--- config.mk ---
export PLATFORM = sky130hd
export DESIGN_NAME = mmio_uart_tx
export DESIGN_NICKNAME = d
export VERILOG_FILES = /design/src/rtl/mmio_uart_tx_pkg.sv /design/src/rtl/mmio_uart_tx_fifo.sv /design/src/rtl/mmio_uart_tx.sv
export SDC_FILE = /design/constraint.sdc
export NUM_CORES = 1
export LEC_CHECK = 0
export CORE_ASPECT_RATIO = 0.7
export CORE_UTILIZATION = 55
export DETAILED_ROUTE_END_ITERATION = 10
export PLACE_DENSITY = 0.91
export SLEW_MARGIN = 5
export SYNTH_ARGS = -nofsm -noshare
export SYNTH_HDL_FRONTEND = slang
export SYNTH_SLANG_ARGS = --single-unit
--- constraint.sdc ---
create_clock -name clk -period 4.5 [get_ports clk]
set_input_delay 0.9 -clock clk [delete_from_list [all_inputs] [get_ports clk]]
set_output_delay 0.9 -clock clk [all_outputs]
set_load 0.02 [all_outputs]
--- src/rtl/mmio_uart_tx_pkg.sv ---
// Shared constants for the memory-mapped UART transmitter: register offsets,
// STATUS bit positions, transmit FSM encodings and the STATUS word packer.
package mmio_uart_tx_pkg;

  localparam logic [31:0] UART_TXDATA_OFS = 32'h0000_0000;
  localparam logic [31:0] UART_STATUS_OFS = 32'h0000_0004;

  localparam int unsigned STAT_FULL  = 0;
  localparam int unsigned STAT_EMPTY = 1;
  localparam int unsigned STAT_BUSY  = 2;
  localparam int unsigned STAT_OVF   = 3;

  localparam logic [1:0] ST_IDLE  = 2'd0;
  localparam logic [1:0] ST_START = 2'd1;
  localparam logic [1:0] ST_DATA  = 2'd2;
  localparam logic [1:0] ST_STOP  = 2'd3;

  function automatic logic [31:0] pack_status(input logic [7:0] count,
                                              input logic       ovf,
                                              input logic       busy,
                                              input logic       empty,
                                              input logic       full);
    logic [31:0] s;
    s             = '0;
    s[15:8]       = count;
    s[STAT_OVF]   = ovf;
    s[STAT_BUSY]  = busy;
    s[STAT_EMPTY] = empty;
    s[STAT_FULL]  = full;
    return s;
  endfunction

endpackage

--- src/rtl/mmio_uart_tx_fifo.sv ---
// Single-clock TX FIFO with async active-low reset; dout shows the head entry
// combinationally. Pushes when full and pops when empty are ignored.
module uart_tx_fifo #(
  parameter int unsigned DEPTH = 8,
  parameter int unsigned WIDTH = 8
) (
  input  logic                     clk,
  input  logic                     rst_n,
  input  logic                     push,
  input  logic [WIDTH-1:0]         din,
  output logic                     full,
  input  logic                     pop,
  output logic [WIDTH-1:0]         dout,
  output logic                     empty,
  output logic [$clog2(DEPTH):0]   count
);

  localparam int unsigned AW = $clog2(DEPTH);
  localparam int unsigned CW = AW + 1;

  logic [WIDTH-1:0] mem_q [DEPTH];
  logic [AW-1:0]    wptr_q, wptr_d;
  logic [AW-1:0]    rptr_q, rptr_d;
  logic [CW-1:0]    count_q, count_d;
  logic             do_push, do_pop;

  assign full    = (count_q == CW'(DEPTH));
  assign empty   = (count_q == '0);
  assign count   = count_q;
  assign dout    = mem_q[rptr_q];
  assign do_push = push & ~full;
  assign do_pop  = pop & ~empty;

  always_comb begin
    wptr_d  = wptr_q;
    rptr_d  = rptr_q;
    count_d = count_q;
    if (do_push) wptr_d = wptr_q + AW'(1);
    if (do_pop)  rptr_d = rptr_q + AW'(1);
    if (do_push && !do_pop)      count_d = count_q + CW'(1);
    else if (do_pop && !do_push) count_d = count_q - CW'(1);
  end

  always_ff @(posedge clk) begin
    if (do_push) mem_q[wptr_q] <= din;
  end

  always_ff @(posedge clk or negedge rst_n) begin
    if (!rst_n) begin
      wptr_q  <= '0;
      rptr_q  <= '0;
      count_q <= '0;
    end else begin
      wptr_q  <= wptr_d;
      rptr_q  <= rptr_d;
      count_q <= count_d;
    end
  end

endmodule

--- src/rtl/mmio_uart_tx.sv ---
// Memory-mapped 8N1 UART transmitter: TXDATA/STATUS decode, sticky overflow,
// registered read data (zero when unselected) and the bit-serial TX FSM.
module mmio_uart_tx
  import mmio_uart_tx_pkg::*;
#(
  parameter logic [31:0] BASE_ADDR  = 32'h1000_0000,
  parameter int unsigned CLK_DIV    = 434,
  parameter int unsigned FIFO_DEPTH = 8
) (
  input  logic        clk,
  input  logic        rstn,
  input  logic        mem_wren,
  input  logic [3:0]  mem_wmask,
  input  logic [31:0] mem_wdata,
  input  logic [31:0] mem_addr,
  output logic [31:0] mem_rdata,
  output logic        tx,
  output logic        tx_busy
);

  localparam int unsigned CW = $clog2(FIFO_DEPTH) + 1;
  localparam int unsigned BW = (CLK_DIV > 1) ? $clog2(CLK_DIV) : 1;
  localparam logic [BW-1:0] BAUD_LAST = BW'(CLK_DIV - 1);
  localparam logic [31:0]   DATA_ADDR = BASE_ADDR + UART_TXDATA_OFS;
  localparam logic [31:0]   STAT_ADDR = BASE_ADDR + UART_STATUS_OFS;

  logic          sel_data, sel_stat;
  logic          push_req, push, pop, clr_ovf;
  logic          fifo_full, fifo_empty;
  logic [7:0]    fifo_dout;
  logic [CW-1:0] fifo_count, count_d;

  logic [1:0]    state_q, state_d;
  logic [BW-1:0] baud_q, baud_d;
  logic [2:0]    bit_q, bit_d;
  logic [7:0]    sh_q, sh_d;
  logic          tx_q, tx_d;
  logic          busy_q, busy_d;
  logic          ovf_q, ovf_d;
  logic [31:0]   rdata_q, rdata_d;
  logic          unused_bus_bits;

  assign unused_bus_bits = ^{mem_addr[1:0], mem_wmask[3:1], mem_wdata[31:8]};

  assign sel_data = (mem_addr[31:2] == DATA_ADDR[31:2]);
  assign sel_stat = (mem_addr[31:2] == STAT_ADDR[31:2]);
  assign push_req = mem_wren & sel_data & mem_wmask[0];
  assign push     = push_req & ~fifo_full;
  assign clr_ovf  = mem_wren & sel_stat & mem_wmask[0] & mem_wdata[STAT_OVF];

  uart_tx_fifo #(
    .DEPTH (FIFO_DEPTH),
    .WIDTH (8)
  ) u_fifo (
    .clk   (clk),
    .rst_n (rstn),
    .push  (push),
    .din   (mem_wdata[7:0]),
    .full  (fifo_full),
    .pop   (pop),
    .dout  (fifo_dout),
    .empty (fifo_empty),
    .count (fifo_count)
  );

  // A rejected push and a clear on the same edge leave overflow set.
  always_comb begin
    ovf_d = ovf_q;
    if (push_req && fifo_full) ovf_d = 1'b1;
    else if (clr_ovf)          ovf_d = 1'b0;
  end

  always_comb begin
    rdata_d = '0;
    if (sel_data || sel_stat)
      rdata_d = pack_status(8'(fifo_count), ovf_q, busy_q, fifo_empty, fifo_full);
  end

  // sh_q[0] is always the bit on the line while in DATA; it shifts at each bit end.
  always_comb begin
    state_d = state_q;
    baud_d  = baud_q;
    bit_d   = bit_q;
    sh_d    = sh_q;
    tx_d    = tx_q;
    pop     = 1'b0;
    case (state_q)
      ST_IDLE: begin
        tx_d = 1'b1;
        if (!fifo_empty) begin
          pop     = 1'b1;
          sh_d    = fifo_dout;
          tx_d    = 1'b0;
          baud_d  = '0;
          state_d = ST_START;
        end
      end
      ST_START: begin
        if (baud_q == BAUD_LAST) begin
          tx_d    = sh_q[0];
          bit_d   = '0;
          baud_d  = '0;
          state_d = ST_DATA;
        end else begin
          baud_d = baud_q + BW'(1);
        end
      end
      ST_DATA: begin
        if (baud_q == BAUD_LAST) begin
          baud_d = '0;
          if (bit_q == 3'd7) begin
            tx_d    = 1'b1;
            state_d = ST_STOP;
          end else begin
            sh_d  = {1'b0, sh_q[7:1]};
            tx_d  = sh_q[1];
            bit_d = bit_q + 3'd1;
          end
        end else begin
          baud_d = baud_q + BW'(1);
        end
      end
      ST_STOP: begin
        if (baud_q == BAUD_LAST) begin
          baud_d  = '0;
          state_d = ST_IDLE;
        end else begin
          baud_d = baud_q + BW'(1);
        end
      end
      default: state_d = ST_IDLE;
    endcase
  end

  always_comb begin
    count_d = fifo_count;
    if (push && !pop)      count_d = fifo_count + CW'(1);
    else if (pop && !push) count_d = fifo_count - CW'(1);
  end

  // Busy tracks the post-edge FIFO occupancy and FSM state so it rises with the push.
  assign busy_d = (count_d != '0) | (state_d != ST_IDLE);

  always_ff @(posedge clk or negedge rstn) begin
    if (!rstn) begin
      state_q <= ST_IDLE;
      baud_q  <= '0;
      bit_q   <= '0;
      sh_q    <= '0;
      tx_q    <= 1'b1;
      busy_q  <= 1'b0;
      ovf_q   <= 1'b0;
      rdata_q <= '0;
    end else begin
      state_q <= state_d;
      baud_q  <= baud_d;
      bit_q   <= bit_d;
      sh_q    <= sh_d;
      tx_q    <= tx_d;
      busy_q  <= busy_d;
      ovf_q   <= ovf_d;
      rdata_q <= rdata_d;
    end
  end

  assign mem_rdata = rdata_q;
  assign tx        = tx_q;
  assign tx_busy   = busy_q;

endmodule

Yosys cells after proc, flatten, opt, wreduce, memory -nomap -nowiden
Memories as Yosys holds them, arrays and structs flattened. Index checks and enable logic that the tools add are counted.

Register bits after elaboration: 67. Bits in latches: 0. Bits in writable memories: 64. Memory bits (read-only): 0. Input port bits: 71. Output and inout port bits: 34. Memories: 1.

Memory list: u_fifo.mem_q (words 8, width 8, rd ports 1, clocked after Yosys merged registers in 0, wr ports 1, RTL line mmio_uart_tx_fifo.sv:21) `logic [WIDTH-1:0] mem_q [DEPTH];`.

$add $sub $neg: 6. Multiply operators: 0. Divide/modulo/power cells: 0. $lt $le $gt $ge: 0. Equal/unequal tests: 12. Shift-type cells: 0. Mux-type cells: 33. Bitwise operators: 11. Reductions and logical operators: 23.

Operator list (count): $eq A30 B27 Y1 const B (2); $mux W8 (3); $mux W9 (2); $pmux W9 S2 (1); $mux W4 (4); $pmux W8 S2 (1); $mux W12 (1); $mux W1 (10); $mux W2 (5); $reduce_bool A2 Y1 (5); $add A3 B1 Y3 const B (3); $add A9 B1 Y9 const B (1); $eq A9 B9 Y1 const B (1); $mux W3 (3); $and A1 B1 Y1 (8); $ne A2 B2 Y1 const B (4); $pmux W2 S4 (1); $reduce_and A4 Y1 (2); $pmux W3 S2 (1); $logic_and A1 B1 Y1 (5); $add A4 B1 Y4 const B (1); $eq A2 B2 Y1 const B (2); $eq A4 B4 Y1 const B (1); $logic_not A1 Y1 (4); 13 further kinds (14).

Longest topological paths before layout
Gate-level depths: netlist of run 1.

Depth in word-level cells: 10. Depth in mapped cells: 11.

By module
Synthesis of run 1 repeated with hierarchy kept, for this count alone.

Cells, all modules: 369. Area, all modules: 5203.7 um^2.

By module, submodules not included: uart_tx_fifo (instances 1, cells an instance 157, area an instance 3119.2 um^2, sequential area each 2172.1 um^2); mmio_uart_tx (instances 1, cells an instance 212, area an instance 2084.5 um^2, sequential area each 827.0 um^2).

Least setup slack after synthesis of run 1
No wires, ideal clock.

Path type: input -> register. Start point: input mem_addr[29]. End point: memory u_fifo.mem_q[0][0] (enable). Library setup time: 0.395 ns. Arrival: 2.668 ns. Required time: 4.105 ns. Path slack: 1.437 ns. Cell stages on the path: 5. Buffers on the path: 0. Cell sequence: nor4b_1 nand4_1 nor2_1 nand2_1 nor4_1.

Word-level cells in the longest chain between the ends: 7.

RTL lines: from (decl) (RTL line mmio_uart_tx.sv:15) `input logic [31:0] mem_addr,`; $eq A30 B27 Y1 (RTL line mmio_uart_tx.sv:45) `assign sel_data = (mem_addr[31:2] == DATA_ADDR[31:2]);`; $and A1 B1 Y1 (2 in a row) (RTL line mmio_uart_tx.sv:47) `assign push_req = mem_wren & sel_data & mem_wmask[0];`; $and A1 B1 Y1 (RTL line mmio_uart_tx.sv:48) `assign push = push_req & ~fifo_full;`; $and A1 B1 Y1 (RTL line mmio_uart_tx_fifo.sv:31) `assign do_push = push & ~full;`; $mux W1 (RTL line mmio_uart_tx_fifo.sv:45) `if (do_push) mem_q[wptr_q] <= din;`; $mux W1 (implied by the code) (RTL line mmio_uart_tx_fifo.sv:45); to (decl) (RTL line mmio_uart_tx_fifo.sv:21).

Every way passes these cells.

Worst setup path after layout of run 1
Start point: input mem_addr[29]. End point: memory u_fifo.mem_q[5][0] (enable).

Word-level cells in the longest chain between the ends: 7.

RTL lines: $eq A30 B27 Y1 (RTL line mmio_uart_tx.sv:45); $and A1 B1 Y1 (2 in a row) (RTL line mmio_uart_tx.sv:47); $and A1 B1 Y1 (RTL line mmio_uart_tx.sv:48); $and A1 B1 Y1 (RTL line mmio_uart_tx_fifo.sv:31); via u_fifo.do_push (RTL line mmio_uart_tx_fifo.sv:25) `logic do_push, do_pop;`; $mux W1 (RTL line mmio_uart_tx_fifo.sv:45); $mux W1 (implied by the code) (RTL line mmio_uart_tx_fifo.sv:45).

The timed path passes the listed nets, and every way through them passes these cells.

==> impl_metrics.env, run 1 <==
export IMPL_final_setup_tns_ps=0
export IMPL_start_util_pct=57.8
export IMPL_grt_pass1_vias=3276
export IMPL_totalWireLength_um=10700
export IMPL_fill_cells=588
export IMPL_die_h_um=81.6
export IMPL_grt_pass1_wl_um=16800
export IMPL_ys_seq_area_share_pct=60.2
export IMPL_post_cts_buffers=0
export IMPL_post_drt_wl_per_cell_um=20.0
export IMPL_whs_ps=519
export IMPL_die_area_um2=9440
export IMPL_combPwrFrac_pct=3.7
export IMPL_diodes=0
export IMPL_grt_usage_pct=24.9
export IMPL_synth_avg_cell_area_um2=14.1
export IMPL_yosysUniqueCellTypes=52
export IMPL_required_ps=4500
export IMPL_critPathBufInv=2
export IMPL_numCtsBuffers=9
export IMPL_gp_congestion=0.811
export IMPL_area_delta_synth_final_pct=16.4
export IMPL_arrival_ps=2950
export IMPL_synth_fa_ha_area_share_pct=3.52
export IMPL_cp_top_family="simple AND/OR/NAND/NOR gates"
export IMPL_grt_ovfl_total=0
export IMPL_switching_share_pct=21.1
export IMPL_power_frac_clock_pct=41.0
export IMPL_cts_sinks=107
export IMPL_synth_compound_area_share_pct=5.45
export IMPL_cts_tree="done"
export IMPL_clk_latency_ps=350
export IMPL_dpl_hpwl_um=6580
export IMPL_power_density_nw_per_um2=325
export IMPL_p_int_mw=1.49
export IMPL_min_path_type="reg2reg"
export IMPL_die_w_um=116
export IMPL_clk_path_buf_depth=2
export IMPL_cts_root_buf="clkbuf_16"
export IMPL_dr_pass1_iters=5
export IMPL_ant_nets=0
export IMPL_critPathMaxStageDelay_ps=510
export IMPL_path_cells="clkdlybuf4s50_1 > nor4b_1 > nand4_1 > nor2_1 > nand2_1 > inv_2 > and4_1"
export IMPL_ios=105
export IMPL_synth_edf_count=64
export IMPL_grt_max_degree=44
export IMPL_antenna_found_initial=0
export IMPL_numPortBuffers=51
export IMPL_final_nets=492
export IMPL_status="finished, final reports clean"
export IMPL_crit_path_max_fanout=9
export IMPL_final_layout_size_suffix_gt1_share_pct=14.3
export IMPL_hold_violations=0
export IMPL_max_cap_violations=0
export IMPL_min_from="ovf_q$_DFFE_PN0P_"
export IMPL_coreArea_um2=8620
export IMPL_worstSetupEndpointType="flop"
export IMPL_netlist_area_um2=4980
export IMPL_async_reset_ff_share_pct=40.2
export IMPL_rsz0062_at_grt="false"
export IMPL_power_leakage_nw=2.14
export IMPL_cpMaxStageDelayCell="and4_1"
export IMPL_crit_start="mem_addr[29]"
export IMPL_viasPerCell=5.96
export IMPL_syn_inst=354
export IMPL_drc=0
export IMPL_r2r_start="u_fifo.count[0]$_DFFE_PN0P_"
export IMPL_yosysWarnings=0
export IMPL_cts_resized=0
export IMPL_synth_area_mux_share_pct=11.7
export IMPL_synthFlopType="edfxtp_1"
export IMPL_drv_slew=0
export IMPL_crit_type="in2reg"
export IMPL_setup_violations=0
export IMPL_min_period_ps=2960
export IMPL_fmax_mhz=338
export IMPL_drt_iter0_drc=287
export IMPL_finalCritPeriodShare_pct=65.8
export IMPL_synth_xor_area_share_pct=2.81
export IMPL_slew_headroom_pct=26.5
export IMPL_clk_pin_slew_ps=70
export IMPL_irDropWorstVdd_uv=206
export IMPL_clock_skew_ps=5.36
export IMPL_via_count=3172
export IMPL_worst_pin_slew_ps=1100
export IMPL_yosys_area_share_simple_pct=9.77
export IMPL_cts_hold_fix_buffers=0
export IMPL_fp_row_count=28
export IMPL_p_switching_mw=0.398
export IMPL_htreeDepth=3
export IMPL_seq_power_share_pct=55.3
export IMPL_cp_start_kind="primary input"
export IMPL_yosys_register_bits=107
export IMPL_synth_top_family_by_area="multiplexers"
==> cells in the final DEF (no fill, tap or decap), types with 8 or more instances in the layout <==
| cell type | count |
|---|---|
| edfxtp_1 | 64 |
| clkdlybuf4s50_1 | 50 |
| dfrtp_1 | 42 |
| nand2_1 | 24 |
| conb_1 | 24 |
| o21ai_0 | 19 |
| mux4_2 | 16 |
| ha_1 | 14 |
| nor2_1 | 12 |
| inv_1 | 11 |
| mux2i_1 | 11 |
| nor3_1 | 10 |
| mux2_2 | 10 |
| nor4_1 | 9 |
| clkbuf_16 | 9 |
| xor2_1 | 8 |
| xnor2_1 | 8 |
==> synth_stat cells (3+ instances only) <==
cell        n  area [µm²]
xor2_1      8        70.1
inv_1      11        41.3
nand4_1     4        25.0
buf_2       5        25.0
buf_6       3        33.8
o21ai_0    19        95.1
edfxtp_1   64        1920
xnor2_1     8        70.1
nand4bb_1   3        33.8
and2_1      4        25.0
nor3_1     10        50.1
and4_1      5        43.8
mux2_2     10         113
nand2_1    24        90.1
buf_1       3        11.3
clkbuf_1    3        11.3
nand3_1     6        30.0
mux2i_1    11         110
a21oi_1     5        25.0
mux4_2     16         360
nor2_1     12        45.0
ha_1       14         175
buf_4      24         180
nor4_1      9        56.3
dfrtp_1    42        1050
==> power groups by stage <==
stage	Sequential [mW]	Combinational (mW)	Clock, mW
3_5_place_dp	1.06	0.0697	0
3_3_place_gp	1.06	0.0677	0
5_1_grt	1.04	0.0770	0.808
4_1_cts	1.04	0.0702	0.781
2_1_floorplan	1.06	0.0352	0
6_report	1.04	0.0697	0.773
==> worst paths after layout <==
| check | to | slack (ps) | cells after the start |
|---|---|---|---|
| max in group asynchronous | bit_q[2]$_DFFE_PN0P_ | 3200 | 1 |
| hold reg to reg | ovf_q$_DFFE_PN0P_ | 520 | 1 |
| setup reg to reg | tx_busy$_DFF_PN0_ | 1700 | 7 |
| setup / recovery | u_fifo.mem_q[5][0]$_DFFE_PP_ | 1540 | 7 |
| hold / removal | ovf_q$_DFFE_PN0P_ | 520 | 1 |
| min in group asynchronous | mem_rdata[3]$_DFF_PN0_ | 690 | 1 |
==> per-layer routing <==
metal	part of all wire [%]	global-route usage, %	up-vias
li1	-	-	1383
met1	37	30.1	1572
met2	50	41.3	188
met3	9.4	7.97	29
met4	2.9	11.8	0
met5	0	0	-
==> state kept, by name, indices dropped and copies added, names as in the netlist <==
signal / cells
sh_q: 8
state_q: 2
tx_busy: 1
u_fifo.mem_q: 64
ovf_q: 1
u_fifo.count: 4
tx: 1
u_fifo.rptr_q: 3
baud_q: 9
u_fifo.wptr_q: 3
bit_q: 3
mem_rdata: 8
==> cell families after synthesis <==
kind of cell	after synthesis
DFF	107
muxes	37
buffers and inverters	51
xor gates and xnor gates	16
adders and majority gates	14
and+or+nand+nor	88
other	1
AOI/OAI and AO/OA	40
==> area by class of cell <==
class	count	area [µm²]	area share (%)
clock buffer	11	253	4.36
clock inverter	5	45.0	0.777
inverter	12	45.0	0.777
multi-input combinational	219	1750	30.1
sequential	107	3000	51.7
tap	120	150	2.59
timing repair buffer	58	558	9.63
==> through the flow <==
step                instance area [µm²]  power (mW)  worst slack (ps)  util [%]  std cells
finish                             5800        1.88              1540      67.3        532
CTS                                5800        1.89              1520      67.3        532
global placement                   5500        1.13              1200      63.8        516
detailed placement                 5500        1.13              1160      63.8        516
floorplan                          5070        1.10              1440         -        377
global route                       5800        1.93              1330      67.3        532
(Power assumes the default switching activity.)
==> run 2, diff against run 1 <==
- CORE_UTILIZATION: 55 -> 46
- PLACE_DENSITY: 0.91 -> 0.82
- clock period: 4.5 -> 2.63 ns (I/O delays scaled with it)
==> run 2 against run 1 <==
Register-to-register slack got worse by 1500 ps. Largest cell class unchanged. Final cell count rose by 4.7%. Die area rose by 19%. Critical path depth rose by 1. Worst hold slack got worse by 190 ps. Via count fell by 4.2%. Routed wire length fell by 6.0%. Count of clock-buffer cells in the layout fell by 2. Sequential cell count did not move. Non-clock buffer count rose by 13.
==> impl_metrics.env, run 2 (same netlist as run 1, synthesis figures left out) <==
export IMPL_status="finished, final reports clean"
export IMPL_viasPerCell=5.46
export IMPL_slew_headroom_pct=35.9
export IMPL_grt_usage_pct=18.9
export IMPL_cp_start_kind="flop"
export IMPL_r2r_start="u_fifo.count[1]$_DFFE_PN0P_"
export IMPL_worst_pin_slew_ps=962
export IMPL_cts_root_buf="clkbuf_16"
export IMPL_cts_hold_fix_buffers=0
export IMPL_via_count=3039
export IMPL_largestRegisters="u_fifo.mem_q: 64 flops, baud_q: 9 flops"
export IMPL_irDropWorstVdd_uv=308
export IMPL_clk_latency_ps=350
export IMPL_drt_iter0_drc=117
export IMPL_area_delta_synth_final_pct=18.7
export IMPL_grt_max_degree=44
export IMPL_max_cap_violations=0
export IMPL_drv_slew=0
export IMPL_fmax_mhz=404
export IMPL_hold_violations=0
export IMPL_cts_resized=0
export IMPL_htreeDepth=3
export IMPL_die_area_um2=11300
export IMPL_power_density_nw_per_um2=535
export IMPL_min_period_ps=2480
export IMPL_die_w_um=126
export IMPL_fp_row_count=31
export IMPL_cts_sinks=107
export IMPL_dr_pass1_iters=4
export IMPL_die_h_um=89.1
export IMPL_worstSetupEndpointType="flop"
export IMPL_final_cell_mix="edfxtp_1, clkdlybuf4s50_1, dfrtp_1, nand2_1, conb_1"
export IMPL_grt_pass1_wl_um=15800
export IMPL_diodes=0
export IMPL_post_cts_buffers=0
export IMPL_setup_violations=0
export IMPL_crit_start="u_fifo.count[1]$_DFFE_PN0P_"
export IMPL_final_nets=505
export IMPL_final_layout_size_suffix_gt1_share_pct=16.9
export IMPL_start_util_pct=47.7
export IMPL_required_ps=2900
export IMPL_final_setup_tns_ps=0
export IMPL_mostFrequentLayoutCell="edfxtp_1"
export IMPL_clk_pin_slew_ps=70
export IMPL_numCtsBuffers=9
export IMPL_crit_type="reg2reg"
export IMPL_numPortBuffers=51
export IMPL_grt_ovfl_total=0
export IMPL_grt_pass1_vias=3018
export IMPL_largest_reg_flops=64
export IMPL_post_drt_wl_per_cell_um=18.0
export IMPL_antenna_found_initial=0
export IMPL_min_path_type="in2async"
export IMPL_coreArea_um2=10400
export IMPL_clk_path_buf_depth=2
export IMPL_dp_slack_ps=-137
export IMPL_crit_path_max_fanout=7
export IMPL_arrival_ps=2750
export IMPL_finalCritPeriodShare_pct=94.2
export IMPL_dpl_hpwl_um=6820
export IMPL_regMostFlops="u_fifo.mem_q"
export IMPL_cts_tree="done"
export IMPL_clock_skew_ps=7.23
export IMPL_ant_nets=0
export IMPL_totalWireLength_um=10000
export IMPL_setup_ws_ps=153
export IMPL_gp_congestion=0.751
export IMPL_rsz0062_at_grt="false"
export IMPL_ios=105
export IMPL_power_leakage_nw=2.20
export IMPL_drc=0
run 2: cell types whose count changed in the layout (fill, tap and decap cells not counted):
cell and change:
buf_12 +2, buf_4 +11, clkinv_2 +3, clkbuf_8 -2, inv_6 +2, clkinv_4 -3
run 2: through the flow:
step / util (%) / area (µm²) / cells / hold slack [ps] / power [mW]
global route: 56.7 / 5910 / 557 / 401 / 3.24
global placement: 54.0 / 5640 / 541 / 491 / 1.93
finish: 56.7 / 5910 / 557 / 326 / 3.16
floorplan: - / 5070 / 377 / 230 / 1.88
CTS: 56.7 / 5910 / 557 / 357 / 3.18
detailed placement: 54.0 / 5640 / 541 / 498 / 1.94
run 2: area by class of cell:
type / count / area [µm²]
flip-flops and latches: 107 / 3000
fillers: 765 / 4520
multi-input cells: 219 / 1750
repair buffers: 71 / 681
inverters: 12 / 45.0
clock inverters: 7 / 51.3
clock buffers: 9 / 225
well taps: 132 / 165
run 2: critical path, stage by stage, from the launching register on:
cell     delay (ps)
dfrtp_1         470
inv_1           130
ha_1            280
or3b_1          280
nand2_1         160
ha_1            310
or4_1           420
a21oi_1         170
xor2_1          170
run 2: path summary, 6_finish.rpt:
kind / end / cells after the start / slack [ps]
worst min register to register: sh_q[6]$_DFFE_PN0P_ / 1 / 510
min in group clk: sh_q[6]$_DFFE_PN0P_ / 1 / 510
worst min-delay path: mem_rdata[0]$_DFF_PN0_ / 1 / 330
max in group asynchronous: sh_q[7]$_DFFE_PN0P_ / 1 / 1700
worst max-delay path: u_fifo.count[3]$_DFFE_PN0P_ / 8 / 150
worst max register to register: u_fifo.count[3]$_DFFE_PN0P_ / 8 / 150
run 2: report_power, final:
part           leakage [nW]  total (mW)  internal, mW  switching (mW)
combinational         0.959       0.119        0.0543          0.0642
sequential             1.11        1.78          1.78   0.00000000421
clock                 0.138        1.26         0.651           0.612
run 2: layer usage:
metal | vias up | routed length, µm | track usage [%]
li1 | 1404 | - | -
met1 | 1539 | 4350 | 24.0
met2 | 87 | 5100 | 32.8
met3 | 9 | 442 | 4.25
met4 | 0 | 117 | 6.24
met5 | - | 0 | 0
==> run 3, diff against run 2 <==
- CAP_MARGIN: not set -> 20
==> results of run 3 <==
Same layout as run 2: the final DEF is identical, and so are final timing and power.
